===== config.mk =====
export PLATFORM = sky130hd
export DESIGN_NAME = id_ex_stage_flat
export DESIGN_NICKNAME = d
export VERILOG_FILES = /design/src/rtl/id_ex_stage_if.sv /design/src/rtl/id_ex_stage.sv /design/src/flat_wrapper.sv
export SDC_FILE = /design/constraint.sdc
export NUM_CORES = 1
export LEC_CHECK = 0
export BUFFER_PORTS_ARGS = -buffer_cell sky130_fd_sc_hd__buf_2
export CAP_MARGIN = 25
export CELL_PAD_IN_SITES_DETAIL_PLACEMENT = 2
export CELL_PAD_IN_SITES_GLOBAL_PLACEMENT = 2
export CORE_MARGIN = 5
export CORE_UTILIZATION = 28
export DETAILED_ROUTE_END_ITERATION = 6
export MAX_ROUTING_LAYER = met4
export PLACE_DENSITY_LB_ADDON = 0.1
export SLEW_MARGIN = 10
export SYNTH_ARGS = -nofsm -noshare
export SYNTH_HDL_FRONTEND = slang
export SYNTH_SLANG_ARGS = --single-unit

===== constraint.sdc =====
create_clock -name clk_i -period 3.1 [get_ports clk_i]
set_clock_uncertainty 0.1 [all_clocks]
set_input_delay 0.31 -clock clk_i [delete_from_list [all_inputs] [get_ports clk_i]]
set_output_delay 0.31 -clock clk_i [all_outputs]
set_load 0.05 [all_outputs]

===== src/rtl/id_ex_stage_if.sv =====
// ID/EX stage bus: decoded ID fields, forwarding taps from EX/MEM and MEM/WB, and EX-side outputs.
// The stage uses the slave modport; whoever drives ID and the downstream stages uses master.
interface id_ex_stage_if #(
   parameter int DATA_W = 32,
   parameter int REG_AW = 5
);
   logic              flush_i;
   logic [DATA_W-1:0] id_rs_data_i;
   logic [DATA_W-1:0] id_rt_data_i;
   logic [DATA_W-1:0] id_imm_i;
   logic [REG_AW-1:0] id_rs_i;
   logic [REG_AW-1:0] id_rt_i;
   logic [REG_AW-1:0] id_rd_i;
   logic [3:0]        id_alu_ctrl_i;
   logic              id_alu_src_i;
   logic              id_reg_dst_i;
   logic              id_reg_write_i;
   logic              id_mem_read_i;
   logic              id_mem_write_i;
   logic              id_mem_to_reg_i;
   logic              exmem_reg_write_i;
   logic [REG_AW-1:0] exmem_rd_i;
   logic [DATA_W-1:0] exmem_result_i;
   logic              memwb_reg_write_i;
   logic [REG_AW-1:0] memwb_rd_i;
   logic [DATA_W-1:0] memwb_data_i;
   logic              stall_o;
   logic [DATA_W-1:0] alu_src1_o;
   logic [DATA_W-1:0] alu_src2_o;
   logic [3:0]        alu_ctrl_o;
   logic [DATA_W-1:0] store_data_o;
   logic [REG_AW-1:0] ex_dest_o;
   logic              ex_reg_write_o;
   logic              ex_mem_read_o;
   logic              ex_mem_write_o;
   logic              ex_mem_to_reg_o;

   modport master (
      output flush_i, id_rs_data_i, id_rt_data_i, id_imm_i, id_rs_i, id_rt_i, id_rd_i,
             id_alu_ctrl_i, id_alu_src_i, id_reg_dst_i, id_reg_write_i, id_mem_read_i,
             id_mem_write_i, id_mem_to_reg_i, exmem_reg_write_i, exmem_rd_i, exmem_result_i,
             memwb_reg_write_i, memwb_rd_i, memwb_data_i,
      input  stall_o, alu_src1_o, alu_src2_o, alu_ctrl_o, store_data_o, ex_dest_o,
             ex_reg_write_o, ex_mem_read_o, ex_mem_write_o, ex_mem_to_reg_o
   );

   modport slave (
      input  flush_i, id_rs_data_i, id_rt_data_i, id_imm_i, id_rs_i, id_rt_i, id_rd_i,
             id_alu_ctrl_i, id_alu_src_i, id_reg_dst_i, id_reg_write_i, id_mem_read_i,
             id_mem_write_i, id_mem_to_reg_i, exmem_reg_write_i, exmem_rd_i, exmem_result_i,
             memwb_reg_write_i, memwb_rd_i, memwb_data_i,
      output stall_o, alu_src1_o, alu_src2_o, alu_ctrl_o, store_data_o, ex_dest_o,
             ex_reg_write_o, ex_mem_read_o, ex_mem_write_o, ex_mem_to_reg_o
   );
endinterface


===== src/rtl/id_ex_stage.sv =====
// ID/EX pipeline register with load-use detection, bubble insertion and EX/MEM, MEM/WB operand forwarding.
// One cycle ID->EX; forwarding is combinational. A load-use hazard inserts exactly one bubble.
module id_ex_stage #(
   parameter int DATA_W = 32,
   parameter int REG_AW = 5
) (
   input logic          clk_i,
   input logic          rst_i,
   id_ex_stage_if.slave bus
);
   localparam logic [3:0] ALU_ADD = 4'b0010;

   typedef struct packed {
      logic [DATA_W-1:0] rs_data;
      logic [DATA_W-1:0] rt_data;
      logic [DATA_W-1:0] imm;
      logic [REG_AW-1:0] rs;
      logic [REG_AW-1:0] rt;
      logic [REG_AW-1:0] rd;
      logic [3:0]        alu_ctrl;
      logic              alu_src;
      logic              reg_dst;
      logic              reg_write;
      logic              mem_read;
      logic              mem_write;
      logic              mem_to_reg;
   } ex_regs_t;

   ex_regs_t          ex_q;
   ex_regs_t          ex_d;
   logic              hazard;
   logic [DATA_W-1:0] fwd_rs;
   logic [DATA_W-1:0] fwd_rt;

   // Load in EX whose target is read by the instruction in ID
   assign hazard = ex_q.mem_read && (ex_q.rt != '0) &&
                   ((ex_q.rt == bus.id_rs_i) || (ex_q.rt == bus.id_rt_i));

   always_comb begin
      ex_d          = '0;
      ex_d.alu_ctrl = ALU_ADD;
      if (!bus.flush_i && !hazard) begin
         ex_d.rs_data    = bus.id_rs_data_i;
         ex_d.rt_data    = bus.id_rt_data_i;
         ex_d.imm        = bus.id_imm_i;
         ex_d.rs         = bus.id_rs_i;
         ex_d.rt         = bus.id_rt_i;
         ex_d.rd         = bus.id_rd_i;
         ex_d.alu_ctrl   = bus.id_alu_ctrl_i;
         ex_d.alu_src    = bus.id_alu_src_i;
         ex_d.reg_dst    = bus.id_reg_dst_i;
         ex_d.reg_write  = bus.id_reg_write_i;
         ex_d.mem_read   = bus.id_mem_read_i;
         ex_d.mem_write  = bus.id_mem_write_i;
         ex_d.mem_to_reg = bus.id_mem_to_reg_i;
      end
   end

   always_ff @(posedge clk_i or negedge rst_i) begin
      if (!rst_i) begin
         ex_q          <= '0;
         ex_q.alu_ctrl <= ALU_ADD;
      end else begin
         ex_q <= ex_d;
      end
   end

   // EX/MEM is younger than MEM/WB, so it wins; r0 is hardwired and never forwarded
   always_comb begin
      fwd_rs = ex_q.rs_data;
      if (bus.exmem_reg_write_i && (bus.exmem_rd_i != '0) && (bus.exmem_rd_i == ex_q.rs))
         fwd_rs = bus.exmem_result_i;
      else if (bus.memwb_reg_write_i && (bus.memwb_rd_i != '0) && (bus.memwb_rd_i == ex_q.rs))
         fwd_rs = bus.memwb_data_i;
   end

   always_comb begin
      fwd_rt = ex_q.rt_data;
      if (bus.exmem_reg_write_i && (bus.exmem_rd_i != '0) && (bus.exmem_rd_i == ex_q.rt))
         fwd_rt = bus.exmem_result_i;
      else if (bus.memwb_reg_write_i && (bus.memwb_rd_i != '0) && (bus.memwb_rd_i == ex_q.rt))
         fwd_rt = bus.memwb_data_i;
   end

   // A flush overrides the stall so the front end can redirect immediately
   assign bus.stall_o         = hazard && !bus.flush_i;
   assign bus.alu_src1_o      = fwd_rs;
   assign bus.alu_src2_o      = ex_q.alu_src ? ex_q.imm : fwd_rt;
   assign bus.store_data_o    = fwd_rt;
   assign bus.alu_ctrl_o      = ex_q.alu_ctrl;
   assign bus.ex_dest_o       = ex_q.reg_dst ? ex_q.rd : ex_q.rt;
   assign bus.ex_reg_write_o  = ex_q.reg_write;
   assign bus.ex_mem_read_o   = ex_q.mem_read;
   assign bus.ex_mem_write_o  = ex_q.mem_write;
   assign bus.ex_mem_to_reg_o = ex_q.mem_to_reg;
endmodule


===== src/flat_wrapper.sv =====
// flat-port wrapper written by rule: the top's interface ports become plain ports
module id_ex_stage_flat 
#(
   parameter int DATA_W = 32,
   parameter int REG_AW = 5
)
  (clk_i, rst_i, bus_flush_i, bus_id_rs_data_i, bus_id_rt_data_i, bus_id_imm_i, bus_id_rs_i, bus_id_rt_i, bus_id_rd_i, bus_id_alu_ctrl_i, bus_id_alu_src_i, bus_id_reg_dst_i, bus_id_reg_write_i, bus_id_mem_read_i, bus_id_mem_write_i, bus_id_mem_to_reg_i, bus_exmem_reg_write_i, bus_exmem_rd_i, bus_exmem_result_i, bus_memwb_reg_write_i, bus_memwb_rd_i, bus_memwb_data_i, bus_stall_o, bus_alu_src1_o, bus_alu_src2_o, bus_alu_ctrl_o, bus_store_data_o, bus_ex_dest_o, bus_ex_reg_write_o, bus_ex_mem_read_o, bus_ex_mem_write_o, bus_ex_mem_to_reg_o);
  id_ex_stage_if #(.DATA_W(DATA_W), .REG_AW(REG_AW)) bus_i ();
  input logic clk_i;
  input logic rst_i;
  input wire logic [$bits(bus_i.flush_i)-1:0] bus_flush_i;
  input wire logic [$bits(bus_i.id_rs_data_i)-1:0] bus_id_rs_data_i;
  input wire logic [$bits(bus_i.id_rt_data_i)-1:0] bus_id_rt_data_i;
  input wire logic [$bits(bus_i.id_imm_i)-1:0] bus_id_imm_i;
  input wire logic [$bits(bus_i.id_rs_i)-1:0] bus_id_rs_i;
  input wire logic [$bits(bus_i.id_rt_i)-1:0] bus_id_rt_i;
  input wire logic [$bits(bus_i.id_rd_i)-1:0] bus_id_rd_i;
  input wire logic [$bits(bus_i.id_alu_ctrl_i)-1:0] bus_id_alu_ctrl_i;
  input wire logic [$bits(bus_i.id_alu_src_i)-1:0] bus_id_alu_src_i;
  input wire logic [$bits(bus_i.id_reg_dst_i)-1:0] bus_id_reg_dst_i;
  input wire logic [$bits(bus_i.id_reg_write_i)-1:0] bus_id_reg_write_i;
  input wire logic [$bits(bus_i.id_mem_read_i)-1:0] bus_id_mem_read_i;
  input wire logic [$bits(bus_i.id_mem_write_i)-1:0] bus_id_mem_write_i;
  input wire logic [$bits(bus_i.id_mem_to_reg_i)-1:0] bus_id_mem_to_reg_i;
  input wire logic [$bits(bus_i.exmem_reg_write_i)-1:0] bus_exmem_reg_write_i;
  input wire logic [$bits(bus_i.exmem_rd_i)-1:0] bus_exmem_rd_i;
  input wire logic [$bits(bus_i.exmem_result_i)-1:0] bus_exmem_result_i;
  input wire logic [$bits(bus_i.memwb_reg_write_i)-1:0] bus_memwb_reg_write_i;
  input wire logic [$bits(bus_i.memwb_rd_i)-1:0] bus_memwb_rd_i;
  input wire logic [$bits(bus_i.memwb_data_i)-1:0] bus_memwb_data_i;
  output wire logic [$bits(bus_i.stall_o)-1:0] bus_stall_o;
  output wire logic [$bits(bus_i.alu_src1_o)-1:0] bus_alu_src1_o;
  output wire logic [$bits(bus_i.alu_src2_o)-1:0] bus_alu_src2_o;
  output wire logic [$bits(bus_i.alu_ctrl_o)-1:0] bus_alu_ctrl_o;
  output wire logic [$bits(bus_i.store_data_o)-1:0] bus_store_data_o;
  output wire logic [$bits(bus_i.ex_dest_o)-1:0] bus_ex_dest_o;
  output wire logic [$bits(bus_i.ex_reg_write_o)-1:0] bus_ex_reg_write_o;
  output wire logic [$bits(bus_i.ex_mem_read_o)-1:0] bus_ex_mem_read_o;
  output wire logic [$bits(bus_i.ex_mem_write_o)-1:0] bus_ex_mem_write_o;
  output wire logic [$bits(bus_i.ex_mem_to_reg_o)-1:0] bus_ex_mem_to_reg_o;
  assign bus_i.flush_i = bus_flush_i;
  assign bus_i.id_rs_data_i = bus_id_rs_data_i;
  assign bus_i.id_rt_data_i = bus_id_rt_data_i;
  assign bus_i.id_imm_i = bus_id_imm_i;
  assign bus_i.id_rs_i = bus_id_rs_i;
  assign bus_i.id_rt_i = bus_id_rt_i;
  assign bus_i.id_rd_i = bus_id_rd_i;
  assign bus_i.id_alu_ctrl_i = bus_id_alu_ctrl_i;
  assign bus_i.id_alu_src_i = bus_id_alu_src_i;
  assign bus_i.id_reg_dst_i = bus_id_reg_dst_i;
  assign bus_i.id_reg_write_i = bus_id_reg_write_i;
  assign bus_i.id_mem_read_i = bus_id_mem_read_i;
  assign bus_i.id_mem_write_i = bus_id_mem_write_i;
  assign bus_i.id_mem_to_reg_i = bus_id_mem_to_reg_i;
  assign bus_i.exmem_reg_write_i = bus_exmem_reg_write_i;
  assign bus_i.exmem_rd_i = bus_exmem_rd_i;
  assign bus_i.exmem_result_i = bus_exmem_result_i;
  assign bus_i.memwb_reg_write_i = bus_memwb_reg_write_i;
  assign bus_i.memwb_rd_i = bus_memwb_rd_i;
  assign bus_i.memwb_data_i = bus_memwb_data_i;
  assign bus_stall_o = bus_i.stall_o;
  assign bus_alu_src1_o = bus_i.alu_src1_o;
  assign bus_alu_src2_o = bus_i.alu_src2_o;
  assign bus_alu_ctrl_o = bus_i.alu_ctrl_o;
  assign bus_store_data_o = bus_i.store_data_o;
  assign bus_ex_dest_o = bus_i.ex_dest_o;
  assign bus_ex_reg_write_o = bus_i.ex_reg_write_o;
  assign bus_ex_mem_read_o = bus_i.ex_mem_read_o;
  assign bus_ex_mem_write_o = bus_i.ex_mem_write_o;
  assign bus_ex_mem_to_reg_o = bus_i.ex_mem_to_reg_o;
  id_ex_stage #(.DATA_W(DATA_W), .REG_AW(REG_AW)) u_core (.clk_i(clk_i), .rst_i(rst_i), .bus(bus_i));
endmodule

== Word level (Yosys, flattened, before mapping) ==
Cells that the tools add are included.

* Register bits: 121
* Bits in latches: 0
* RAM bits: 0
* Memory bits (read-only): 0
* Input bits: 200
* Output and inout port bits: 110
* Logic and storage cells: 42
* Memories: 0

* Add/sub/neg operators: 0
* Multiply operators: 0
* Div/mod/pow operators: 0
* Order comparisons: 0
* Eq/ne operators: 6
* Shift-type cells: 0
* Multiplexer cells: 7
* Bitwise gates (word level): 0
* Reduce and logical (&&, ||, !) cells: 16

{| class="wikitable"
|+ Operators with widths
! kind !! number
|-
| 32-bit 2-to-1 mux || 5
|-
| 121-bit 2-to-1 mux || 1
|-
| 5-bit == test || 6
|-
| 5-bit nonzero test || 3
|-
| 1-bit logical AND || 10
|-
| 5-bit 2-to-1 mux || 1
|-
| 1-bit zero test || 2
|-
| 1-bit logical OR || 1
|}

== Depth between registers and ports, before layout ==
* Word-level depth: 6
* Gate-level depth with buffers: 8
* Depth with buffers taken out: 5

== Worst setup path before layout ==
OpenSTA, ideal clock, no wires.

* Path kind: register -> output
* Start point: register u_core.ex_q[18] (netlist bit)
* End point: output port bus_alu_src2_o[30]
* Arrival time: 2.825 ns
* Data required time: 2.690 ns
* Slack: -0.135 ns
* Stages on the path, launching flop included: 8
* Buffers on the path: 2
* Path through: dfrtp_1 -> buf_6 -> xor2_1 -> nor4b_2 -> clkbuf_1 -> nand3_1 -> a31oi_1 -> mux2_2

* Cells in the longest elaborated chain, start to end: 5
* Elaborated cells between the ends (all ways): 7
* Those cells by class: eq/ne (2); mux (3); reduce/logical (2)

{| class="wikitable"
|+ Ends and longest elaborated chain
! element !! RTL line !! text
|-
| start, declared || id_ex_stage.sv:29 || <nowiki>ex_regs_t ex_q;</nowiki>
|-
| 5-bit == test || id_ex_stage.sv:81 || <nowiki>else if (bus.memwb_reg_write_i && (bus.memwb_rd_i != '0) && (bus.memwb_rd_i == ex_q.rt))</nowiki>
|-
| 1-bit logical AND || id_ex_stage.sv:81 ||
|-
| 32-bit 2-to-1 mux || id_ex_stage.sv:81 ||
|-
| 32-bit 2-to-1 mux * || id_ex_stage.sv:79 || <nowiki>if (bus.exmem_reg_write_i && (bus.exmem_rd_i != '0) && (bus.exmem_rd_i == ex_q.rt))</nowiki>
|-
| named net bus_store_data_o[30] || flat_wrapper.sv:35 || <nowiki>output wire logic [$bits(bus_i.store_data_o)-1:0] bus_store_data_o;</nowiki>
|-
| 32-bit 2-to-1 mux * || id_ex_stage.sv:88 || <nowiki>assign bus.alu_src2_o = ex_q.alu_src ? ex_q.imm : fwd_rt;</nowiki>
|-
| end, declared || flat_wrapper.sv:33 || <nowiki>output wire logic [$bits(bus_i.alu_src2_o)-1:0] bus_alu_src2_o;</nowiki>
|}

The timed path passes the listed nets; every way through them passes the cells marked *.

== Worst setup path in the final report ==
* Start point: register u_core.ex_q[19] (netlist bit)
* End point: output port bus_alu_src2_o[21]

* Cells in the longest elaborated chain, start to end: 5
* Elaborated cells between the ends (all ways): 7
* Those cells by class: eq/ne (2); mux (3); reduce/logical (2)

{| class="wikitable"
|+ Ends and longest elaborated chain
! element !! RTL line
|-
| 5-bit == test || id_ex_stage.sv:81
|-
| 1-bit logical AND || id_ex_stage.sv:81
|-
| 32-bit 2-to-1 mux || id_ex_stage.sv:81
|-
| 32-bit 2-to-1 mux * || id_ex_stage.sv:79
|-
| 32-bit 2-to-1 mux * || id_ex_stage.sv:88
|}

Every way passes the cells marked *; elsewhere a longest branch is shown, timed or not.

==> qor.txt <==
Status - completed
Initial core utilization - 28.4%
Post-placement cell count - 1205
Die Span X - 164 um
Post-route setup slack - 0.0653 ns
Yosys cell types - 37
Synth-to-Final Area Change - 51.2%
Initial DRC count - 192
CP peak stage delay - 0.57 ns
DRC - 0
Post-synth net total - 816
Gr ovfl total - 0
Register area share after synthesis - 45.6%
CTS max path bufs - 2
I/O pin cnt - 310
Clk_lat worst skew - 0.41 ns
Max IR drop VDD - 0.000286 V
RSZ-0062 raised after global routing - yes
Row cnt - 56
Hpwl dp - 20.2 mm
CTS buffer count - 17
Worst R2R Path Depth - 6
Synth warn - 0
Slew HR - 38.2%
Startpoint types - flip-flop
CTS tree - built
Cell Chain, Critical Path - xor2_4, or4b_4, buf_12, o21ai_2, a31oi_4, mux2_2, buf_2
WS Path Type - reg -> out
Cells after synthesis - 616
Nets@finish - 1182
Mapped cell area - 6640 sq um
Final min period - 3.03 ns
Final Non-Filler Cells - 1318
Actual slew at the worst max-slew pin - 0.926 ns
Place WS - 0.199 ns
Flop2flop setup slack - 0.80 ns
Post-synth ARST share - 100%
Sink of the worst hold path - u_core.ex_q[5]
Top_reg_cell synth - dfrtp_1
Worst hold path type - in -> reg
Vias in the first global route - 7378
Clk slew on worst S/H paths - 0.06 ns
Router iterations before antenna repair - 4
Via-to-Cell Ratio - 4.71
CTS H-tree lvls - 4
Top post-synthesis cells by area - dfrtp_1 (45%), and2_1 (11%), mux2_2 (6.3%)
Global-route wire length before repair - 43.1 mm
Die Height - 164 um
Root Driver - clkbuf_16
Avg Inst Size Synth - 10.8 sq um
Required time worst endpoint - 2.69 ns
Max-cap violations - 0
R2r startpoint - u_core.ex_q[17]
Die ar. - 26900 sq um
Leakage power - 4.62 nW
Share of layout cells above drive strength 1 - 49.2%
Crit Path Max Fanout - 16
Final max-slew violation count - 0
All-layer global routing usage - 21.9%
Hold Path Depth - 2
HP Start - bus_id_alu_src_i
CP max stage cell - or4b_4
Crit path capture type - output pin
Routed WL - 28.9 mm
Post-synth EDFFs - 0
Yosys top cell area share - 45.2%
Commonest cells post-synth - and2_1 (120), dfrtp_1 (120), mux2_2 (37)
Final setup viols - 0
Synth area leader - dfrtp_1
Port Buffers - 309
Crit path DAT - 2.62 ns
Largest net degree at the start of global routing - 122
Final hold vios - 0
Vias - 6204
Antenna violations before repair - 4
Seq cells post-synth - 121
Worst reg2reg path endpoint - u_core.ex_q[61]
Power Density - 516 nW/um^2
Core area - 23400 sq um
FMAX - 0.330 GHz
WL per Instance - 21.9 um
Final period util - 97.9%
CTS sink count - 121
Gp weighted congestion - 0.799
Final ANT Viol Nets - 0
-- critical path: cells and delay by family (launching register included) --
family	cells	cell delay [ns]
xor+xnor	1	0.20
flops	1	0.45
compound gates	2	0.29
buf+inv	2	0.41
mux	1	0.28
simple gates	1	0.57
-- flip-flops by register name, summed over array words and instances, names as in the netlist --
signal / count
u_core.bus.ex_mem_write_o: 1
u_core.ex_q: 113
u_core.bus.ex_reg_write_o: 1
u_core.bus.alu_ctrl_o: 4
u_core.bus.ex_mem_read_o: 1
u_core.bus.ex_mem_to_reg_o: 1
-- cell usage in the layout, fill, tap and decap left out, drive strengths merged, types with 2 or more instances in the layout --
cell type,n
mux2i,32
mux2,37
dlygate4sd3,68
nand3,35
clkinv,6
buf,334
o21ai,33
dfrtp,120
clkinvlp,2
bufinv,4
a21oi,32
nor2,34
a31oi,33
diode,4
clkbuf,21
or4,3
or4b,3
o211ai,2
xor2,7
nor3,33
nand2,3
and2,120
xnor2,23
nand4,2
-- worst max path at each step --
| stage | start | end |
|---|---|---|
| 2_1_floorplan | u_core.ex_q[18] | bus_alu_src2_o[10] |
| 3_3_place_gp | bus_memwb_rd_i[4] | bus_alu_src1_o[15] |
| 3_5_place_dp | u_core.ex_q[19] | bus_alu_src2_o[28] |
| 4_1_cts | u_core.ex_q[18] | bus_alu_src2_o[27] |
| 5_1_grt | u_core.ex_q[19] | bus_alu_src2_o[1] |
| 6_report | u_core.ex_q[19] | bus_alu_src2_o[21] |
-- power by group --
part           internal [mW]  total, mW  switching (mW)
sequential              1.67       1.72          0.0519
clock                   1.39       2.15           0.761
combinational          0.452       1.32           0.868
total                   3.50       5.18            1.68
-- cells by family after synthesis --
| family | share of synthesized area (%) |
|---|---|
| mux | 11.1 |
| simple gates | 20.1 |
| flops | 45.6 |
| xor+xnor | 3.96 |
| buf+inv | 4.82 |
| compound gates | 14.4 |
-- cell type report --
cell class	count	area, sq um
Clock buffer	20	457
Tap cell	319	399
Fill cell	2569	13400
Timing Repair Buffer	403	2520
Multi-Input combinational cell	439	3450
Clock inverter	12	173
Antenna cell	4	10.0
Sequential cell	121	3030
-- per-stage QoR --
stage,hold slack [ns],setup TNS (ns),util [%],total power [mW],cell area [sq um]
5_1_grt,0.00507,-0.0865,42.9,5.41,10000
3_5_place_dp,0.384,0,36.4,2.96,8520
3_3_place_gp,0.372,0,36.4,2.93,8510
6_report,0.0154,0,42.9,5.18,10000
4_1_cts,0.000222,-0.0368,42.4,5.23,9920
2_1_floorplan,-0.0856,0,-,2.53,6650
-- metal layers --
metal	global-route usage (%)	vias up	share of wire, %
met5	-	-	0
met4	4.12	0	0.74
met3	5.02	18	5.9
met2	39.9	202	54
met1	24.6	3121	39
li1	-	2863	-
-- repair_timing --
action | in CTS | in global routing
endpoints found under the hold margin | 185 | 2
hold buffers | 66 | 2
endpoints found under the setup margin | 34 | 43
cloned | 2 | 1
pin swaps | 2 | 2
buffers inserted | 2 | 4
resized for setup | 11 | 17
Power figures use the tool's default switching activity.
